File: config.mk
export PLATFORM = sky130hd
export DESIGN_NAME = secuencia_escritura_registros
export DESIGN_NICKNAME = d
export VERILOG_FILES = /design/src/rtl/secuencia_escritura_registros.sv
export SDC_FILE = /design/constraint.sdc
export NUM_CORES = 1
export LEC_CHECK = 0
export ABC_AREA = 0
export BUFFER_PORTS_ARGS = -buffer_cell sky130_fd_sc_hd__buf_2
export CELL_PAD_IN_SITES_DETAIL_PLACEMENT = 1
export CELL_PAD_IN_SITES_GLOBAL_PLACEMENT = 1
export CORE_MARGIN = 1.5
export CORE_UTILIZATION = 43
export DETAILED_ROUTE_END_ITERATION = 8
export PLACE_DENSITY = 0.77
export SLEW_MARGIN = 20
export SYNTH_ARGS = -nofsm -noshare
export SYNTH_HDL_FRONTEND = slang
export SYNTH_SLANG_ARGS = --single-unit
File: constraint.sdc
create_clock -name clk -period 2 [get_ports clk]
set_input_delay 0.2 -clock clk [delete_from_list [all_inputs] [get_ports clk]]
set_output_delay 0.2 -clock clk [all_outputs]
set_load 0.01 [all_outputs]
File: src/rtl/secuencia_escritura_registros.sv
// Write sequencer: snapshots the selected clock/date/timer group and writes it register by register.
// Optional wr_done timeout compiled in with `define SEC_ESCRITURA_TIMEOUT_EN.
module secuencia_escritura_registros #(
  parameter logic [7:0] TIMEOUT_CICLOS = 8'd255
) (
  input  logic       clk,
  input  logic       reset,
  input  logic       iniciar,
  input  logic [1:0] funcion_conf,
  input  logic [7:0] seg_hora,
  input  logic [7:0] min_hora,
  input  logic [7:0] hora_hora,
  input  logic [7:0] dia_fecha,
  input  logic [7:0] mes_fecha,
  input  logic [7:0] jahr_fecha,
  input  logic [7:0] dia_semana,
  input  logic [7:0] seg_timer,
  input  logic [7:0] min_timer,
  input  logic [7:0] hora_timer,
  input  logic       wr_done,
  output logic       reg_wr,
  output logic [3:0] addr_mem_local,
  output logic [7:0] dato_escritura,
  output logic       ocupado,
  output logic       fin,
  output logic       error_wr
);

  typedef enum logic [2:0] {
    IDLE,
    CARGA,
    ESCRIBE,
    ESPERA,
    SIGUIENTE,
    FIN
  } estado_t;

  localparam logic [3:0] ADDR_REPOSO = 4'hF;

  estado_t    estado_q, estado_d;
  logic [1:0] grupo_q, grupo_d;
  logic [3:0] addr_q, addr_d;
  logic [7:0] snap_q [10];
  logic [7:0] snap_d [10];
  logic [3:0] primera, ultima;

`ifdef SEC_ESCRITURA_TIMEOUT_EN
  logic [7:0] cnt_q, cnt_d;
  logic       error_q, error_d;
`endif

  always_comb begin
    primera = 4'd0;
    ultima  = 4'd2;
    case (grupo_q)
      2'b10:   begin primera = 4'd3; ultima = 4'd6; end
      2'b11:   begin primera = 4'd7; ultima = 4'd9; end
      default: begin primera = 4'd0; ultima = 4'd2; end
    endcase
  end

  always_comb begin
    estado_d = estado_q;
    grupo_d  = grupo_q;
    addr_d   = addr_q;
    snap_d   = snap_q;
`ifdef SEC_ESCRITURA_TIMEOUT_EN
    cnt_d    = cnt_q;
    error_d  = 1'b0;
`endif
    case (estado_q)
      IDLE: begin
        if (iniciar && funcion_conf != 2'b00) begin
          grupo_d  = funcion_conf;
          estado_d = CARGA;
        end
      end
      CARGA: begin
        snap_d[0] = seg_hora;
        snap_d[1] = min_hora;
        snap_d[2] = hora_hora;
        snap_d[3] = dia_fecha;
        snap_d[4] = mes_fecha;
        snap_d[5] = jahr_fecha;
        snap_d[6] = dia_semana;
        snap_d[7] = seg_timer;
        snap_d[8] = min_timer;
        snap_d[9] = hora_timer;
        addr_d    = primera;
        estado_d  = ESCRIBE;
      end
      ESCRIBE: begin
`ifdef SEC_ESCRITURA_TIMEOUT_EN
        cnt_d = '0;
`endif
        estado_d = ESPERA;
      end
      ESPERA: begin
        if (wr_done) begin
          estado_d = SIGUIENTE;
        end
`ifdef SEC_ESCRITURA_TIMEOUT_EN
        // cnt_q counts completed ESPERA cycles; abort on the TIMEOUT_CICLOS-th one
        else if (cnt_q == TIMEOUT_CICLOS - 8'd1) begin
          addr_d   = ADDR_REPOSO;
          error_d  = 1'b1;
          estado_d = IDLE;
        end else begin
          cnt_d = cnt_q + 8'd1;
        end
`endif
      end
      SIGUIENTE: begin
        if (addr_q == ultima) begin
          addr_d   = ADDR_REPOSO;
          estado_d = FIN;
        end else begin
          addr_d   = addr_q + 4'd1;
          estado_d = ESCRIBE;
        end
      end
      FIN: begin
        estado_d = IDLE;
      end
      default: begin
        addr_d   = ADDR_REPOSO;
        estado_d = IDLE;
      end
    endcase
  end

  always_ff @(posedge clk or negedge reset) begin
    if (!reset) begin
      estado_q <= IDLE;
      grupo_q  <= 2'b00;
      addr_q   <= ADDR_REPOSO;
      snap_q   <= '{default: '0};
    end else begin
      estado_q <= estado_d;
      grupo_q  <= grupo_d;
      addr_q   <= addr_d;
      snap_q   <= snap_d;
    end
  end

`ifdef SEC_ESCRITURA_TIMEOUT_EN
  always_ff @(posedge clk or negedge reset) begin
    if (!reset) begin
      cnt_q   <= '0;
      error_q <= 1'b0;
    end else begin
      cnt_q   <= cnt_d;
      error_q <= error_d;
    end
  end

  assign error_wr = error_q;
`else
  assign error_wr = 1'b0;
`endif

  // Outputs decode straight from registered state, so reset clears them without a clock
  assign reg_wr         = (estado_q == ESCRIBE);
  assign ocupado        = (estado_q != IDLE);
  assign fin            = (estado_q == FIN);
  assign addr_mem_local = addr_q;
  assign dato_escritura = (addr_q <= 4'd9) ? snap_q[addr_q] : 8'h00;

endmodule

# Word level (Yosys, flattened, before mapping)
# Cells that the tools add are included.
[classes]
n_addsub = 1
order_cmp = 2
eq_ne = 10
n_mux = 12
n_bitwise = 1
n_reduce_logical = 7
[ops]
columns = ["op", "count"]
rows = [
  ["binary-select mux 8 bit (select 4 bit)", 1],
  ["two-way mux 8 bit", 3],
  ["case mux 3 bit (5 select lines)", 1],
  ["case mux 4 bit (3 select lines)", 1],
  ["two-way mux 3 bit", 3],
  ["case mux 4 bit (2 select lines)", 1],
  ["equality test 3 x 2 -> 1 bit (second input constant)", 2],
  ["equality test 3 bit (second input constant)", 2],
  ["case mux 3 bit (2 select lines)", 1],
  [">= comparator 5 bit (second input constant)", 1],
  ["NOT 4 -> 5 bit", 1],
  ["adder 4 x 1 -> 4 bit (second input constant)", 1],
  ["equality test 2 bit (second input constant)", 2],
  ["equality test 4 bit", 1],
  ["less-or-equal comparator 4 bit (second input constant)", 1],
  ["two-way mux 4 bit", 1],
  ["!= test 2 bit (second input constant)", 2],
  ["AND reduction 2 bit", 2],
  ["OR reduction 4 bit", 1],
  ["equality test 3 x 1 -> 1 bit (second input constant)", 1],
  ["logical NOT 3 bit", 1],
  ["nonzero test 3 bit", 1],
  ["nonzero test 2 bit", 1],
  ["logical AND 1 bit", 1],
]
[word_totals]
register_bits = 89
inputBits = 86
out_inout_bits = 16
word_cells = 46

# Depth between registers and ports, before layout
[logic_depth]
word_depth = 5
depth_mapped = 7
ltp_nobuf = 4

# Worst setup path before layout
# Ideal clock, no wire load.
[synth_path]
path_type = "reg2out"
start = "register addr_q[0] (netlist: addr_mem_local[0])"
end = "output dato_escritura[0]"
t_arrival_ps = 1746
required_time_ps = 1800
setup_slack_ps = 54
stages_incl_launch_ff = 8
n_path_buf = 3
path_cell_list = "dfstp_2 > buf_6 > buf_6 > buf_4 > inv_2 > ha_1 > o21ai_1 > o21ai_1"
[synth_via]
elab_chain_cells = 5
word_cells_on_any_way = 6
classes_between = "order compare (1); mux (4); bitwise (1)"
[synth_lines]
columns = ["item", "line_no", "text"]
rows = [
  ["from (decl)", "42", "logic [3:0] addr_q, addr_d;"],
  ["from (signal assigned)", "141", "addr_q <= addr_d;"],
  ["NOT 4 -> 5 bit (implied by the code)", "167", "assign dato_escritura = (addr_q <= 4'd9) ? snap_q[addr_q] : 8'h00;"],
  ["binary-select mux 8 bit (select 4 bit)", "167", ""],
  ["two-way mux 8 bit (implied by the code) (2 in series)", "167", ""],
  ["two-way mux 8 bit *", "167", ""],
  ["to (decl)", "23", "output logic [7:0] dato_escritura,"],
]
# Every way passes the cells marked *; elsewhere a longest branch is shown, timed or not. The select of a mux whose other input is x is not followed.

# Worst setup path in the final report
[layout_path]
start = "register addr_q[0] (netlist: addr_mem_local[0])"
end = "output dato_escritura[2]"
# Same word-level chain as after synthesis.

==> out/results.ini <==
[sta]
setup_ws_ns = -0.341
period_needed_ns = 2.34
skew_ns = 0.00742
hold_viol_final = 0
fin_tns_setup_ns = -2.35
max_slew_margin_pct = 61.0
rsz0062_at_grt = yes
finalSetupViolations = 8
timing.hold.ws_ns = 0.0453
tightest_slew_ns = 0.584
drv_slew = 0
fin_crit_sh_pct = 117
fmax_mhz = 427

[cts]
clock_sinks = 89
clkSlewWorstSetupHoldPaths_ns = 0.09
cts_buffer_depth = 2
ctsRootBufferMaster = clkbuf_8
clk_latency_ns = 0.36
cts_made_buffers = 9
htree_levels = 3
cts_tree = yes

[routing]
wl_mm = 10.6
drt_iter0_markers = 117
drc_errors = 0
num_vias = 2889
wire_per_inst_um = 19.5
drtPass1Iterations = 5
ant_nets = 0
routed_via_density = 5.33

[floorplan]
floorplan.rows = 36
io_pins = 102
die_x_um = 103
start_util_pct = 44.0
core_area_sq_mm = 0.00973
die_area_sq_mm = 0.0106
die_height_um = 103

[status]
violations = setup timing
outcome = finished, violations left

[cells_and_area]
nets = 494
antenna_cells = 0
design_area_sq_mm = 0.00524
drive_above_1_share_pct = 40.3
final_core_util_pct = 53.8
syn_to_final_growth_pct = 22.3

[placement]
place_ws_ns = -0.0557
gp_congestion = 0.754
postPlaceCellArea_sq_mm = 0.00493
io_buffers = 100
dp_hpwl_mm = 7.63

[synth]
netlist_area_sq_mm = 0.00428
synth_area_per_cell_sq_um = 14.4
yosysWarnings = 0
synthArstFlopShare_pct = 100
yosysSeqAreaShare_pct = 52.1
syn-num-nets = 386
synth_cell_type_count = 41
synth_edf_count = 0
synthFlopType = dfrtp_1
netlist_instances = 297
ys_seq_elements = 89

[power_and_ir_drop]
leakage_nw = 2.37
p_per_area_mw_per_mm2 = 1650
peakVddDrop_v = 0.000691

[hold_path]
holdCritPathClass = input port to register

[worst_setup_path]
crit_arrival_ns = 2.14
end_kind = primary output
path_class = register to primary output
critPathMaxFanout = 10
start_kind = register
crit_required_ns = 1.80

[global_route]
track_usage_pct = 21.4
grt_pass1_vias = 3159
grt_pass1_wl_mm = 16.4
antenna_found_initial = 0
grt_max_degree = 52
overflow = 0

[flow_run]
drv_cap = 0

worst max-delay path, cell delays in order (launching register included):
cell     delay, ns
dfstp_2       0.59
buf_12        0.16
mux4_2        0.51
a22oi_2       0.27
o21ai_1       0.10
buf_2         0.15
logic make-up (layout without fill, tap and decap cells):
group | after synthesis | after routing | synth area share, %
AOI/OAI and AO/OA | 39 | 39 | 5.70
adders and majority gates | 3 | 3 | 0.877
buffers and inverters | 27 | 139 | 5.08
DFF | 89 | 89 | 52.1
muxes | 107 | 107 | 32.3
other | 1 | 1 | 0.0876
and+or+nand+nor | 31 | 31 | 3.86
through the flow:
stage	cells	total power, mW
2_1_floorplan	297	5.92
3_5_place_dp	521	7.04
5_1_grt	542	9.18
6_report	542	8.61
3_3_place_gp	521	6.82
4_1_cts	538	8.59
layer usage:
| layer | vias to the layer above | part of all wire (%) | GRT usage [%] |
|---|---|---|---|
| met5 | - | 0 | 0 |
| met4 | 0 | 1.7 | 7.28 |
| met3 | 15 | 4.6 | 5.36 |
| met2 | 75 | 54 | 37.3 |
| met1 | 1489 | 40 | 26.0 |
| li1 | 1310 | - | - |
synth_stat cells, types with 4 or more instances:
library cell  instances  area [sq um]
dfrtp_1              85          2130
nand2_1               6          22.5
o21ai_1              13          65.1
a22oi_1               9          67.6
dfstp_2               4           105
a21oi_1               4          20.0
buf_4                 4          30.0
nor2_1                5          18.8
nor2b_1               4          25.0
mux4_2               13           293
mux2_1               80           901
buf_6                10           113
mux2i_1              11           110
final timing paths:
path                       slack (ns)  cells after the start                          start                             to
max                             -0.34                      5  addr_mem_local[0]$_DFFE_PN1N_              dato_escritura[2]
min                              0.05                      2                  jahr_fecha[5]         snap_q[37]$_DFFE_PN0P_
max reg2reg                      0.21                      4        estado_q[1]$_DFFE_PN0P_         snap_q[77]$_DFFE_PN0P_
min reg2reg                      0.49                      1         snap_q[14]$_DFFE_PN0P_         snap_q[14]$_DFFE_PN0P_
max in group asynchronous        0.96                      3                          reset  addr_mem_local[2]$_DFFE_PN1N_
min in group asynchronous        0.35                      2                          reset         snap_q[11]$_DFFE_PN0P_
sequential cells by signal (all words and copies together), names as in the netlist:
signal	flops
estado_q	3
addr_mem_local	4
grupo_q	2
snap_q	80
cell type report:
cell class / count / area [sq um]
fill: 1037 / 4490
sequential: 89 / 2230
multi-input combinational: 181 / 1870
timing repair buffer: 118 / 728
tap: 133 / 166
clock buffer: 9 / 124
clock inverter: 6 / 91.3
inverter: 6 / 22.5
layout by cell type (no fill, tap or decap), types with 3 or more instances in the layout:
master,instances
dfstp_2,4
mux2i_1,11
dfrtp_1,85
o21ai_1,13
a22oi_2,8
mux4_2,16
buf_4,11
inv_2,3
clkbuf_8,9
nor2_1,4
mux2_1,80
nand2_1,6
o22ai_1,3
nand3_1,3
buf_2,99
a21oi_1,4
clkinvlp_4,3
buf_12,7
nor2b_1,3
ha_1,3
inv_1,3
o21ai_0,3
nor3_1,3
repair_timing:
| action | 4_1_cts | 5_1_grt |
|---|---|---|
| hold endpoints to repair | 38 | 0 |
| pin swaps | 6 | 1 |
| endpoints found under the setup margin | 8 | 8 |
| resized for setup | 10 | 5 |
| hold buffers | 1 | 0 |
| buffers inserted | 1 | 4 |
where the power goes:
| part | switching [mW] | internal, mW | total, mW |
|---|---|---|---|
| Clock | 0.650 | 0.700 | 1.35 |
| Sequential | 0.611 | 2.75 | 3.37 |
| Combinational | 1.80 | 2.10 | 3.90 |
| Total | 3.06 | 5.55 | 8.61 |
No activity file was read; power rests on OpenSTA's default activity.
